--- src/rtl/tia_hsync_counter.sv ---
// Horizontal sync counter: color clock / 4 steps a period-57 polynomial counter (228-clock line).
// Strobes and levels are registered on the edge that enters each count; no backpressure.
module tia_hsync_counter #(
   parameter int LINE_COUNTS = 57,
   parameter int SHS_COUNT   = 4,
   parameter int RHS_COUNT   = 8,
   parameter int RCB_COUNT   = 12,
   parameter int RHB_COUNT   = 16,
   parameter int LRHB_COUNT  = 18,
   parameter int CNT_COUNT   = 36
) (
   input  logic       clock,
   input  logic       reset,
   input  logic       rsync_strobe,
   input  logic       hmove_strobe,
   output logic [5:0] lfsr,
   output logic       phi1,
   output logic       phi2,
   output logic       shb_pulse,
   output logic       rhb_pulse,
   output logic       center_pulse,
   output logic       hsync,
   output logic       hblank,
   output logic       cburst
);

   // Maps a count index to the polynomial state reached after that many advances.
   function automatic logic [5:0] lfsr_at(input int k);
      logic [5:0] s;
      s = 6'b000000;
      for (int i = 0; i < k; i++) begin
         s = {s[4:0], ~(s[5] ^ s[4])};
      end
      return s;
   endfunction

   localparam logic [5:0] ST_ZERO = 6'b000000;
   localparam logic [5:0] ST_LOCK = 6'b111111;
   localparam logic [5:0] ST_LAST = lfsr_at(LINE_COUNTS - 1);
   localparam logic [5:0] ST_SHS  = lfsr_at(SHS_COUNT);
   localparam logic [5:0] ST_RHS  = lfsr_at(RHS_COUNT);
   localparam logic [5:0] ST_RCB  = lfsr_at(RCB_COUNT);
   localparam logic [5:0] ST_RHB  = lfsr_at(RHB_COUNT);
   localparam logic [5:0] ST_LRHB = lfsr_at(LRHB_COUNT);
   localparam logic [5:0] ST_CNT  = lfsr_at(CNT_COUNT);

   logic [1:0] div;
   logic       hmove_latch;
   logic       advance;
   logic       wrap;
   logic [5:0] lfsr_nxt;
   logic       hit_shb;
   logic       hit_rhb;
   logic       hit_cnt;
   logic       hit_shs;
   logic       hit_rhs;
   logic       hit_rcb;

   always_comb begin
      advance  = (div == 2'd3);
      wrap     = (lfsr == ST_LAST) || (lfsr == ST_LOCK);
      lfsr_nxt = wrap ? ST_ZERO : {lfsr[4:0], ~(lfsr[5] ^ lfsr[4])};
      phi1     = (div == 2'd0);
      phi2     = (div == 2'd2);
      hit_shb  = advance && (lfsr_nxt == ST_ZERO);
      // Late reset fires only if the normal one was skipped, i.e. hblank is still up.
      hit_rhb  = advance && (((lfsr_nxt == ST_RHB) && !hmove_latch) ||
                             ((lfsr_nxt == ST_LRHB) && hblank));
      hit_cnt  = advance && (lfsr_nxt == ST_CNT);
      hit_shs  = advance && (lfsr_nxt == ST_SHS);
      hit_rhs  = advance && (lfsr_nxt == ST_RHS);
      hit_rcb  = advance && (lfsr_nxt == ST_RCB);
   end

   always_ff @(posedge clock or negedge reset) begin
      if (!reset) begin
         div          <= 2'd0;
         lfsr         <= ST_ZERO;
         hmove_latch  <= 1'b0;
         shb_pulse    <= 1'b0;
         rhb_pulse    <= 1'b0;
         center_pulse <= 1'b0;
         hsync        <= 1'b0;
         hblank       <= 1'b1;
         cburst       <= 1'b0;
      end else if (rsync_strobe) begin
         div          <= 2'd0;
         lfsr         <= ST_ZERO;
         hmove_latch  <= 1'b0;
         shb_pulse    <= 1'b1;
         rhb_pulse    <= 1'b0;
         center_pulse <= 1'b0;
         hsync        <= 1'b0;
         hblank       <= 1'b1;
         cburst       <= 1'b0;
      end else begin
         div          <= div + 2'd1;
         shb_pulse    <= hit_shb;
         rhb_pulse    <= hit_rhb;
         center_pulse <= hit_cnt;
         if (advance) begin
            lfsr <= lfsr_nxt;
         end
         // A strobe on the line-start edge is kept for the new line.
         if (hmove_strobe) begin
            hmove_latch <= 1'b1;
         end else if (hit_shb) begin
            hmove_latch <= 1'b0;
         end
         if (hit_shb) begin
            hblank <= 1'b1;
         end else if (hit_rhb) begin
            hblank <= 1'b0;
         end
         if (hit_shs) begin
            hsync <= 1'b1;
         end else if (hit_rhs) begin
            hsync <= 1'b0;
         end
         if (hit_rhs) begin
            cburst <= 1'b1;
         end else if (hit_rcb) begin
            cburst <= 1'b0;
         end
      end
   end

endmodule

--- config.mk ---
export PLATFORM = sky130hd
export DESIGN_NAME = tia_hsync_counter
export DESIGN_NICKNAME = d
export VERILOG_FILES = /design/src/rtl/tia_hsync_counter.sv
export SDC_FILE = /design/constraint.sdc
export NUM_CORES = 1
export LEC_CHECK = 0
export BUFFER_PORTS_ARGS = -buffer_cell sky130_fd_sc_hd__buf_2
export CORE_MARGIN = 2
export CORE_UTILIZATION = 45
export DETAILED_ROUTE_END_ITERATION = 8
export GPL_TIMING_DRIVEN = 0
export PLACE_DENSITY_LB_ADDON = 0.15
export SLEW_MARGIN = 5
export SYNTH_ARGS = -nofsm -noshare
export SYNTH_HDL_FRONTEND = slang
export SYNTH_SLANG_ARGS = --single-unit
--- constraint.sdc ---
create_clock -name clock -period 2.49 [get_ports clock]
set_input_delay 0.249 -clock clock [delete_from_list [all_inputs] [get_ports clock]]
set_output_delay 0.249 -clock clock [all_outputs]
set_load 0.01 [all_outputs]
## Word level (Yosys, flattened, before mapping)

Cells that the tools add are included.
W data, S select, Z words.

- Add/subtract/negate cells: 1
- Equal/unequal tests: 10
- Muxes and demuxes: 19
- Bitwise logic cells: 2
- Reductions and logical operators: 18

Operator list:

| cell | count |
|---|---|
| $eq A6 B4 Y1 const B | 4 |
| $eq A6 B6 Y1 const B | 4 |
| $mux W6 | 3 |
| $mux W1 | 15 |
| $reduce_bool A3 Y1 | 4 |
| $logic_and A1 B1 Y1 | 8 |
| $logic_not A6 Y1 | 1 |
| $eq A2 B2 Y1 const B | 2 |
| $add A2 B1 Y2 const B | 1 |
| $logic_not A2 Y1 | 1 |
| $logic_or A1 B1 Y1 | 2 |
| $mux W2 | 1 |
| $reduce_bool A2 Y1 | 1 |
| $logic_not A1 Y1 | 1 |
| $not A1 Y1 | 1 |
| $xor A1 B1 Y1 | 1 |

- Register bits after elaboration: 15
- Input port bits: 4
- Output and inout bits: 14
- Word-level logic and storage cells: 59

## Depth between registers and ports, before layout

Gate-level depths: netlist (run 1).

- Depth in word-level cells: 10
- Gate-level depth with buffers: 5
- Gate-level depth less buffers: 5

## Worst setup path after synthesis (run 1)

No wires, ideal clock.

- Path kind: register to register
- Start: register lfsr[4]
- End: register cburst
- Library setup time: 0.078 ns
- Data arrival time: 1.687 ns
- Required time: 2.412 ns
- Slack: 0.725 ns
- Cell stages (with the launch flop): 6
- Buffers on the path: 0
- Clock period less this slack: 1.765 ns
- Path through: dfrtp_1 inv_1 ha_1 nand2b_1 or4_1 a21oi_1

- Longest elaborated chain between the ends: 7
- Elaborated cells on any way between the ends: 13
- Those cells by class: 4 x eq/ne; 3 x mux; 2 x bitwise; 4 x reduce/logical

Ends and longest elaborated chain:

| item | RTL line | RTL |
|---|---|---|
| start: declaration | 16 | `output logic [5:0] lfsr,` |
| start signal: assignment | 102 | `lfsr <= lfsr_nxt;` |
| $eq A6 B4 Y1 (tied with other cells) | 61 | `wrap = (lfsr == ST_LAST) \|\| (lfsr == ST_LOCK);` |
| $logic_or A1 B1 Y1 or $not A1 Y1 (tied branches) | 61, 62 |  |
| $mux W6 * | 62 | `lfsr_nxt = wrap ? ST_ZERO : {lfsr[4:0], ~(lfsr[5] ^ lfsr[4])};` |
| $eq A6 B6 Y1 | 71 | `hit_rhs = advance && (lfsr_nxt == ST_RHS);` |
| $logic_and A1 B1 Y1 | 71 |  |
| $mux W1 | 120 | `if (hit_rhs) begin` |
| $mux W1 | 86 | `end else if (rsync_strobe) begin` |
| end signal: assignment | 85 | `cburst <= 1'b0;` |
| end signal: assignment | 121 | `cburst <= 1'b1;` |
| end signal: assignment | 123 | `cburst <= 1'b0;` |
| end: declaration | 24 | `output logic cburst` |

Mark *: on every way between the ends. The rest lies on a longest branch, timed or not.
A chain may end at the register's enable or synchronous reset.

## Final worst setup path (run 1)

Ends and elaborated chain as after synthesis.

==> flow_summary.json, run 1 <==
{
  "yosys_most_used_dff": "dfrtp_1",
  "fin_nets": 115,
  "netlist.area_leader.share_pct": 42.1,
  "leakagePower_nw": 0.459,
  "dieArea_mm2": 0.00221,
  "routed_wl_um": 1750,
  "initial_core_util_pct": 48.2,
  "yosysSeqAreaShare_pct": 45.3,
  "finClkSkew_ns": 0.00454,
  "p_total_uw": 455,
  "dp_hpwl_um": 1260,
  "drtIter0Drc": 25,
  "p_per_area_mw_per_mm2": 462,
  "core_mm2": 0.00173,
  "yosysWarningCount": 0,
  "cts_resized": 0,
  "syn-cell-area_um2": 832,
  "globalplace.congestion": 0.864,
  "relSlewSlack_pct": 71.8,
  "finalSetupTns_ns": 0,
  "h-tree-depth": 1,
  "antenna_found_initial": 0,
  "clk_pin_slew_worst_paths_ns": 0.09,
  "synth_async_sr_flop_share_pct": 100,
  "ant_nets": 0,
  "cts_tree": "done",
  "setup_viol": 0,
  "drive_above_1_share_pct": 26.7,
  "synth_cell_types": 32,
  "postCtsHoldBufs": 1,
  "io_pins": 18,
  "rsz0062_at_grt": "false",
  "track_usage_pct": 18.4,
  "syn_inst": 83,
  "startpoint_type": "register",
  "hold_viol_final": 0,
  "cts.sinks": 15,
  "cap_violations": 0,
  "numCtsBuffers": 3,
  "vias": 698,
  "path_class": "reg2reg",
  "grt_pass1_wl_um": 2790,
  "cts_setup_buffers": 0,
  "grt_overflow_total": 0,
  "drv_slew": 0,
  "synth_edf_count": 0,
  "critPathCaptureType": "register",
  "dp_cells": 125,
  "avgRoutedWirePerCell_um": 13.4,
  "worstHoldPathType": "in2reg",
  "first_pass_iters": 4,
  "grt_max_degree": 16,
  "die_y_um": 47,
  "clock-root-buffer": "clkbuf_4",
  "syn_nets": 92,
  "synth_area_leaders": "dfrtp_1 (42%), ha_1 (7.5%), o32ai_1 (4.2%)",
  "ys_ff_latch": 15,
  "arrival_ns": 2.17,
  "drc": 0,
  "instances_no_fill": 130,
  "worstPathRequired_ns": 2.71,
  "viasPerCell": 5.37,
  "first_global_vias": 610,
  "worstSkewPairLatency_ns": 0.29,
  "ir_drop_mv": 0.357,
  "rows": 15,
  "status": "complete, no violations",
  "syn_avg_cell_area_um2": 10.0,
  "fin_crit_sh_pct": 78.4,
  "layout_min_cycle_time_ns": 1.95,
  "numPortBuffers": 17,
  "cp_max_fo": 8,
  "n_antenna_cell": 0,
  "area_delta_synth_final_pct": 18.3,
  "worst_pin_slew_ns": 0.422,
  "clockBufferDepth": 2,
  "die_w_um": 47,
  "clock.fmax_mhz": 512,
  "yosysTopAreaCell": "dfrtp_1"
}
-- routing by layer --
layer  GRT usage, %  wire length [um]
met5              0                 0
met4           8.33                36
met3           3.46               110
met2           28.8               800
met1           24.8               801
-- cell usage after synthesis (all sizes together) (2+ instances only) --
cell and n:
nand2 7, nand2b 3, ha 5, nor2 5, o32ai 4, nor2b 2
dfrtp 14, inv 9, o41ai 3, nand3 5, a21oi 4, clkbuf 2
buf 2
-- where the power goes --
group	switching (mW)	internal [mW]
sequential	0.00744	0.251
clock	0.0821	0.0623
combinational	0.0314	0.0204
-- per-stage QoR --
step	setup slack [ns]	util (%)	hold slack [ns]	cell area, um2
2_1_floorplan	0.725	-	-0.0466	832
3_3_place_gp	0.570	54.9	0.168	948
3_5_place_dp	0.586	54.9	0.178	948
4_1_cts	0.532	57.0	0.212	985
5_1_grt	0.434	57.0	0.213	985
6_report	0.538	57.0	0.207	985
-- layout make-up --
cell class,instances,area (um2)
buffer,4,23.8
clock buffer,4,26.3
fill,175,742
inverter,9,33.8
multi-input combinational,55,398
sequential,15,377
tap,25,31.3
timing repair buffer,18,95.1
-- logic make-up after synthesis --
| group | count (synthesis) | synth area share [%] |
|---|---|---|
| buf+inv | 13 | 6.92 |
| flops | 15 | 45.3 |
| compound gates | 18 | 18.2 |
| simple gates | 32 | 22.1 |
| fa+ha+maj | 5 | 7.52 |
-- sequential cells by signal (all words and copies together) (netlist names) --
name and count:
center_pulse 1, shb_pulse 1, rhb_pulse 1, div 2, cburst 1, hmove_latch 1
lfsr 6, hsync 1, hblank 1
-- critical path: stages (launching register included) --
cell and delay [ns]:
dfrtp_1 0.51, inv_1 0.13, ha_1 0.35, nand2b_1 0.21, or4_1 0.53, a21oi_1 0.14
-- worst paths after layout --
check | startpoint | to | slack [ns] | cells after the start
setup / recovery | lfsr[4] | cburst | 0.54 | 5
hold / removal | hmove_strobe | hmove_latch | 0.21 | 3
setup reg to reg | lfsr[4] | cburst | 0.54 | 5
hold reg to reg | div[0] | div[0] | 0.46 | 1
max in group asynchronous | reset | hblank | 1.80 | 2
min in group asynchronous | reset | lfsr[1] | 0.39 | 2
-- placed cells by master, fill, tap and decap left out, drive strengths merged, types with 2 or more instances in the layout --
master / instances
buf: 19
nand2: 7
nand3: 5
dfrtp: 14
ha: 5
clkbuf: 6
o41ai: 3
nand2b: 3
nor2: 5
a21oi: 4
o32ai: 4
nor2b: 2
inv: 9
Power figures use the tool's default switching activity.
==> run 2: changes to the inputs <==
==> constraint.sdc (replaced) <==
create_clock -name clock -period 1.91 [get_ports clock]
set_input_delay 0.191 -clock clock [delete_from_list [all_inputs] [get_ports clock]]
set_output_delay 0.191 -clock clock [all_outputs]
set_load 0.01 [all_outputs]
==> run 2 against run 1 <==
  * Maximum frequency rose by 4.6%
  * Register-to-register slack got worse by 0.49 ns
  * Critical path type unchanged
  * Clock power rose by 28%
==> flow_summary.json, run 2 (synthesis results as in run 1) <==
{
  "dp_hpwl_um": 1260,
  "worst_pin_slew_ns": 0.423,
  "die_y_um": 47,
  "io_pins": 18,
  "critical-path-top-delay-family": "simple AND/OR/NAND/NOR gates",
  "critPathMaxStageDelay_ns": 0.55,
  "globalplace.congestion": 0.864,
  "setup_viol": 0,
  "cp_max_fo": 7,
  "rows": 15,
  "seqPwrFrac_pct": 57.2,
  "gr-usage-met2_pct": 28.8,
  "first_global_vias": 610,
  "die_w_um": 47,
  "worstPathRequired_ns": 2.12,
  "viasPerCell": 5.26,
  "drv_slew": 0,
  "worst_slack_ns": 0.0439,
  "clockBufferDepth": 2,
  "core_mm2": 0.00173,
  "regMostFlops": "lfsr",
  "critPathCaptureType": "register",
  "cts.sinks": 15,
  "grt_pass1_wl_um": 2790,
  "p_total_uw": 590,
  "routed_wl_um": 1830,
  "numCtsBuffers": 3,
  "dp_slack_ns": 0.00608,
  "initial_core_util_pct": 48.2,
  "area_delta_synth_final_pct": 21.7,
  "intPower_uw": 436,
  "cap_violations": 0,
  "met3_usage_pct": 3.46,
  "globalRouteMet1Util_pct": 24.8,
  "clock-root-buffer": "clkbuf_4",
  "antenna_found_initial": 0,
  "avgRoutedWirePerCell_um": 13.7,
  "hold_viol_final": 0,
  "vias": 699,
  "ir_drop_mv": 0.458,
  "fin_nets": 118,
  "n_antenna_cell": 0,
  "relSlewSlack_pct": 71.8,
  "arrival_ns": 2.08,
  "layout_common_cells": "buf_2 (18), dfrtp_1 (13), inv_1 (9)",
  "worstHoldPathType": "in2reg",
  "drtIter0Drc": 20,
  "clock.fmax_mhz": 536,
  "grt_overflow_total": 0,
  "p_per_area_mw_per_mm2": 583,
  "worstHoldStart": "hmove_strobe",
  "dieArea_mm2": 0.00221,
  "track_usage_pct": 18.4,
  "nFillCells": 170,
  "power_frac_comb_pct": 11.7,
  "layout_min_cycle_time_ns": 1.87,
  "largest_reg_flops": 6,
  "worstSkewPairLatency_ns": 0.28,
  "cts_tree": "done",
  "rr_startpoint": "lfsr[4]",
  "top_usage_layer": "met2",
  "path_class": "reg2reg",
  "layout_commonest_cell": "buf_2",
  "top_regs": "lfsr (6), div (2)",
  "critPathBufInv": 1,
  "path_cells": "inv_1 > ha_1 > nand2b_1 > or4_1 > a21oi_1",
  "leakagePower_nw": 0.473,
  "critPathSlowestCell": "or4_1",
  "crit_path_start": "lfsr[4]",
  "ant_nets": 0,
  "swShare_pct": 26.1,
  "clkPwrFrac_pct": 31.2,
  "drive_above_1_share_pct": 30.6,
  "switching_power_uw": 154,
  "fin_util_pct": 58.6,
  "drc": 0,
  "fin_crit_sh_pct": 97.7,
  "clk_pin_slew_worst_paths_ns": 0.09,
  "first_pass_iters": 4,
  "grt_max_degree": 16,
  "finClkSkew_ns": 0.00199,
  "h-tree-depth": 1,
  "numPortBuffers": 17,
  "startpoint_type": "register",
  "status": "complete, no violations"
}
-- run 2: changes by cell type in the layout (fill, tap and decap cells not counted), sizes merged --
cell  before  now
buf       19   22
-- run 2: power by group through the flow --
stage                     Clock [mW]  Sequential (mW)  Combinational [mW]
after CTS                      0.189            0.337              0.0689
final                          0.184            0.337              0.0689
after global placement             0            0.343              0.0655
after global routing           0.202            0.339              0.0792
after floorplan                    0            0.343              0.0398
after detailed placement           0            0.344              0.0672
-- run 2: timing repair --
| action | CTS | global route |
|---|---|---|
| resized for setup | 1 | 1 |
| endpoints found under the hold margin | 14 | 0 |
| hold buffers | 1 | 0 |
| setup buffers | 0 | 3 |
| setup endpoints to repair | 1 | 6 |
-- run 2: worst paths after layout --
path / cells after the start / slack (ns) / end
max: 5 / 0.04 / cburst
min: 3 / 0.15 / hmove_latch
max reg2reg: 5 / 0.04 / cburst
min reg2reg: 1 / 0.45 / div[0]
max in group asynchronous: 2 / 1.28 / hblank
min in group asynchronous: 2 / 0.34 / lfsr[1]
-- run 2: worst register-to-register path: stages (launching register included) --
cell and delay, ns:
dfrtp_2 0.44, inv_1 0.10, ha_1 0.35, nand2b_1 0.22
or4_1 0.55, a21oi_1 0.15
-- run 2: per-stage QoR --
stage	hold WS (ns)	instances	TNS, ns	cell area, um2
after floorplan	-0.105	83	0	832
after detailed placement	0.120	125	0	948
after global placement	0.110	125	-0.0102	948
final	0.152	133	0	1010
after global routing	0.155	133	-0.00810	1010
after CTS	0.154	130	0	986
-- run 2: metal layers --
| layer | vias up | part of all wire [%] |
|---|---|---|
| li1 | 347 | - |
| met1 | 331 | 48 |
| met2 | 19 | 46 |
| met3 | 2 | 4.1 |
| met4 | 0 | 1.3 |
| met5 | - | 0 |
-- run 2: final cells by class --
type	count	area (um2)	area share, %
multi-input combinational	55	402	39.7
sequential	15	378	37.3
buffer	4	23.8	2.35
clock buffer	4	26.3	2.60
timing repair buffer	21	118	11.6
tap	25	31.3	3.09
inverter	9	33.8	3.34
